File: src/rtl/hamming_enc_arbiter_pkg.sv
// Shared constants and types for the round-robin Hamming encoder arbiter.
// Optional SECDED overall-parity bit is enabled by HAMMING_ENC_ARBITER_SECDED_EN.
package hamming_enc_arbiter_pkg;

    localparam int DATA_W    = 8;
    localparam int CW_BASE_W = 12;

    // Hamming positions (1-based) that hold parity bits.
    localparam int P1_POS = 1;
    localparam int P2_POS = 2;
    localparam int P4_POS = 4;
    localparam int P8_POS = 8;

`ifdef HAMMING_ENC_ARBITER_SECDED_EN
    localparam int CW_W = CW_BASE_W + 1;
`else
    localparam int CW_W = CW_BASE_W;
`endif

    typedef enum logic [0:0] {
        EMPTY = 1'b0,
        FULL  = 1'b1
    } state_t;

endpackage

File: src/rtl/hamming_enc_arbiter_hamming.sv
// Combinational (12,8) Hamming encoder: codeword bit k holds Hamming position k+1,
// even parity at positions 1, 2, 4 and 8.
module hamming
    import hamming_enc_arbiter_pkg::*;
(
    input  logic [DATA_W-1:0]    data,
    output logic [CW_BASE_W-1:0] cw
);

    logic [CW_BASE_W:1] pos;

    always_comb begin
        // NOTE: combinational logic uses blocking '=' and assigns every bit a default first, so no latch is inferred.
        pos     = '0;
        pos[3]  = data[0];
        pos[5]  = data[1];
        pos[6]  = data[2];
        pos[7]  = data[3];
        pos[9]  = data[4];
        pos[10] = data[5];
        pos[11] = data[6];
        pos[12] = data[7];
        // Each parity bit is the XOR of all data positions whose index has that bit set.
        for (int k = 1; k <= CW_BASE_W; k++) begin
            if (k != P1_POS && (k & P1_POS) != 0) pos[P1_POS] = pos[P1_POS] ^ pos[k];
            if (k != P2_POS && (k & P2_POS) != 0) pos[P2_POS] = pos[P2_POS] ^ pos[k];
            if (k != P4_POS && (k & P4_POS) != 0) pos[P4_POS] = pos[P4_POS] ^ pos[k];
            if (k != P8_POS && (k & P8_POS) != 0) pos[P8_POS] = pos[P8_POS] ^ pos[k];
        end
        cw = pos;
    end

endmodule

File: src/rtl/hamming_enc_arbiter.sv
// Round-robin arbiter sharing one Hamming encoder among NUM_REQ byte producers,
// with a single registered output slot. HAMMING_ENC_ARBITER_SECDED_EN adds bit 12.
module hamming_enc_arbiter
    import hamming_enc_arbiter_pkg::*;
#(
    parameter int NUM_REQ = 2,
    parameter int SRC_W   = 2
) (
    input  logic                      clk,
    input  logic                      rst,
    input  logic [NUM_REQ-1:0]        req_valid,
    input  logic [DATA_W*NUM_REQ-1:0] req_data,
    output logic [NUM_REQ-1:0]        req_ready,
    output logic                      out_valid,
    output logic [CW_W-1:0]           out_data,
    output logic [SRC_W-1:0]          out_src,
    input  logic                      out_ready
);

    state_t                state;
    logic [SRC_W-1:0]      rr_last;
    logic                  slot_free;
    logic                  grant_any;
    logic                  grant_en;
    logic [SRC_W-1:0]      grant_idx;
    logic [DATA_W-1:0]     enc_in;
    logic [CW_BASE_W-1:0]  enc_cw;
    logic [CW_W-1:0]       cw_next;

    // Returns {found, index} of the first valid requester after 'last', wrapping.
    function automatic logic [SRC_W:0] rr_pick(input logic [NUM_REQ-1:0] valid,
                                               input logic [SRC_W-1:0]   last);
        logic [SRC_W:0] r;
        int             idx;
        r = '0;
        for (int k = 1; k <= NUM_REQ; k++) begin
            idx = (int'(last) + k) % NUM_REQ;
            if (!r[SRC_W] && valid[idx]) r = {1'b1, SRC_W'(idx)};
        end
        return r;
    endfunction

    assign slot_free = (state == EMPTY) || out_ready;

    always_comb begin
        {grant_any, grant_idx} = rr_pick(req_valid, rr_last);
    end

    assign grant_en  = rst && slot_free && grant_any;
    assign req_ready = grant_en ? (NUM_REQ'(1) << grant_idx) : '0;
    assign enc_in    = req_data[int'(grant_idx)*DATA_W +: DATA_W];

    hamming u_hamming (
        .data (enc_in),
        .cw   (enc_cw)
    );

`ifdef HAMMING_ENC_ARBITER_SECDED_EN
    assign cw_next = {^enc_cw, enc_cw};
`else
    assign cw_next = enc_cw;
`endif

    assign out_valid = (state == FULL);

    always_ff @(posedge clk) begin
        if (!rst) begin
            state    <= EMPTY;
            out_data <= '0;
            out_src  <= '0;
            rr_last  <= SRC_W'(NUM_REQ - 1);
        end else if (grant_en) begin
            state    <= FULL;
            out_data <= cw_next;
            out_src  <= grant_idx;
            rr_last  <= grant_idx;
        end else if (state == FULL && out_ready) begin
            state <= EMPTY;
        end
    end

endmodule

File: config.mk
export PLATFORM = sky130hd
export DESIGN_NAME = hamming_enc_arbiter
export DESIGN_NICKNAME = d
export VERILOG_FILES = /design/src/rtl/hamming_enc_arbiter_pkg.sv /design/src/rtl/hamming_enc_arbiter_hamming.sv /design/src/rtl/hamming_enc_arbiter.sv
export SDC_FILE = /design/constraint.sdc
export NUM_CORES = 1
export LEC_CHECK = 0
export ABC_CLOCK_PERIOD_IN_PS = 1370
export BUFFER_PORTS_ARGS = -buffer_cell sky130_fd_sc_hd__clkbuf_2
export CORE_ASPECT_RATIO = 0.75
export CORE_MARGIN = 3
export CORE_UTILIZATION = 46
export DETAILED_ROUTE_END_ITERATION = 6
export PLACE_DENSITY = 0.88
export SLEW_MARGIN = 20
export SYNTH_ARGS = -nofsm -noshare
export SYNTH_HDL_FRONTEND = slang
export SYNTH_SLANG_ARGS = --single-unit
File: constraint.sdc
create_clock -name clk -period 1.37 [get_ports clk]
set_input_delay 0.274 -clock clk [delete_from_list [all_inputs] [get_ports clk]]
set_output_delay 0.274 -clock clk [all_outputs]
set_load 0.01 [all_outputs]
==> metrics.md <==
| Metric | Value |
|---|---|
| Initial core utilization | `49.9%` |
| Die ar. | `2490 um^2` |
| DRT Pass-1 Iters | `7` |
| Design area | `1190 um^2` |
| Global Route Usage Sum | `18.9%` |
| M1 WL | `1010 um` |
| Met2 wire length | `1100 um` |
| Synth cell types | `25` |
| Final Cycle Share | `100%` |
| Power, Total | `1.15 mW` |
| Die Ht | `44.0 um` |
| Synthesized area per cell | `9.21 um^2` |
| Slew Limit Fails | `0` |
| # diodes | `0` |
| Global-route wire length before repair | `3510 um` |
| Most instantiated library cell after synthesis | `dfxtp_1` |
| Seq cells post-synth | `15` |
| Fin crit period | `1.37 ns` |
| Crit end category | `output port` |
| DP Wirelength | `1830 um` |
| Share of layout cells above drive strength 1 | `39.6%` |
| # rows | `13` |
| DP Area | `1120 um^2` |
| Post-synth top cells | `dfxtp_1, xnor2_1, nand3_1, o21ai_0, mux2i_1` |
| CTS hold repair buffers | `0` |
| CP Cell Sequence | `a21boi_2 > nand3_2 > inv_2 > buf_6` |
| CTS Root Cell | `clkbuf_4` |
| Non-Filler Instances | `161` |
| Sequential element share of the synthesized area | `33.9%` |
| I/O pin total | `38` |
| Failing checks | `design-rule violations, negative setup slack` |
| Ys Warns | `0` |
| Detail Route Antenna Nets | `0` |
| CTS tree | `done` |
| Power per cell area | `966 nW/um^2` |
| Final hold slack | `0.323 ns` |
| Initial antenna violation count | `0` |
| Final net count | `161` |
| Cells after Synth | `96` |
| Main synth FF type | `dfxtp_1` |
| GRT overflow | `0` |
| Status | `finished, violations left` |
| EDFF count, synth | `0` |
| Max clock buf depth | `2` |
| DRC violations left | `1` |
| Max_cap viols | `0` |
| DR iter-0 viols | `12` |
| CP required | `1.10 ns` |
| Kind of critical path | `reg -> out` |
| DRT Wirelength | `2310 um` |
| Clk pin slew, worst setup/hold paths | `0.09 ns` |
| Worst-path maximum fanout | `3` |
| CTS Sinks | `15` |
| Post-Syn Nets | `117` |
| Synthesized cell area | `885 um^2` |
| Die width | `56.6 um` |
| Final worst slack | `-0.00280 ns` |
| Placed Instances | `154` |
| Critical Path Max Stage Delay | `0.35 ns` |
| Final setup TNS | `-0.00280 ns` |
| Vias in the first global route | `799` |
| Worst skew pair latency | `0.28 ns` |
| Max VDD drop | `0.000910 V` |
| Hold Crit Class | `in -> reg` |
| Area leader, netlist | `dfxtp_1` |
| Asr flop ratio synth | `0%` |
| CTS buffer count | `3` |
| Crit path launch type | `flop` |
| Endpoints failing hold | `0` |
| Fmax | `0.728 GHz` |
| Place WS | `0.00455 ns` |
| Synth top area cells | `dfxtp_1, xnor2_1, mux2i_1` |
| Skew final | `0.00369 ns` |
| Top routing layer used | `met4` |
| Via density | `5.17` |
| Via count | `833` |
| Yosys top cell area share | `33.9%` |
| Critical Path AT | `1.10 ns` |
| P&R area growth vs syn | `34.4%` |
| Htree depth | `1` |
| Placer congestion estimate | `0.885` |
| RSZ-0062 raised after global routing | `true` |
| Core box area | `1770 um^2` |
| # setup viols final | `1` |
| IO Port Bufs | `36` |
| Metal3 WL | `135 um` |
| WL/cell | `14.3 um` |
| Pin count of the biggest net entering global routing | `21` |
| Final core occ | `67.0%` |
| Static Leak | `0.567 nW` |
| CP max-delay cell | `dfxtp_2` |
[critical path, delay by kind of cell, from the launching register on]
family / cells / cell delay (ns)
compound gates: 1 / 0.18
buf+inv: 2 / 0.19
flops: 1 / 0.35
simple gates: 1 / 0.12
[worst paths after layout]
path	start	endpoint	slack [ns]	cells after the start
setup / recovery	rr_last[0]$_SDFFE_PN1P_	req_ready[1]	-0.003	4
hold / removal	out_ready	out_valid$_SDFFE_PN0P_	0.32	3
setup reg to reg	rr_last[0]$_SDFFE_PN1P_	out_data[0]$_SDFFE_PN0P_	0.10	6
hold reg to reg	out_src[0]$_SDFFE_PN0P_	out_src[0]$_SDFFE_PN0P_	0.46	2
[timing repair]
action | in CTS | in global routing
gates resized for setup | 2 | 7
pin swaps | 2 | 2
setup endpoints to repair | 2 | 5
buffers inserted | 3 | 1
[placed cells by master, fill, tap and decap left out, types with 2 or more instances in the layout]
cell type	instances
inv_1	2
xnor3_1	2
buf_4	8
mux2i_1	8
nand2_1	5
dfxtp_1	13
nand3_1	11
a21boi_0	2
nor2_1	2
o21ai_0	9
clkbuf_2	34
clkbuf_4	3
dfxtp_2	2
xor2_1	6
xnor2_1	14
[sequential cells by signal, summed over array words and instances (netlist names)]
signal,flops
out_src,1
out_data,12
rr_last,1
out_valid,1
[layer usage]
| metal | global-route usage, % | up-vias |
|---|---|---|
| met3 | 5.06 | 6 |
| met2 | 31.3 | 37 |
| met1 | 21.1 | 370 |
| met5 | 0 | - |
| met4 | 13.7 | 0 |
| li1 | - | 420 |
[where the power goes]
part | leakage [nW] | internal [mW] | switching, mW | total, mW
clock network | 0.0150 | 0.113 | 0.135 | 0.248
logic | 0.427 | 0.194 | 0.193 | 0.387
registers | 0.124 | 0.485 | 0.0284 | 0.514
[kinds of logic (layout without fill, tap and decap cells)]
kind of cell,count (synthesis),in the layout,synth area share [%]
compound gates,19,19,14.3
xor+xnor,22,22,24.9
buf+inv,9,52,4.81
flops,15,15,33.9
mux,9,9,10.3
other cells,1,1,0.424
simple gates,21,21,11.3
[layout make-up]
type	count	area, um^2
fill	143	584
timing repair buffer	45	267
sequential	15	303
tap	22	27.5
multi-input combinational	72	554
inverter	3	11.3
clock buffer	4	26.3
Power figures use the tool's default switching activity.
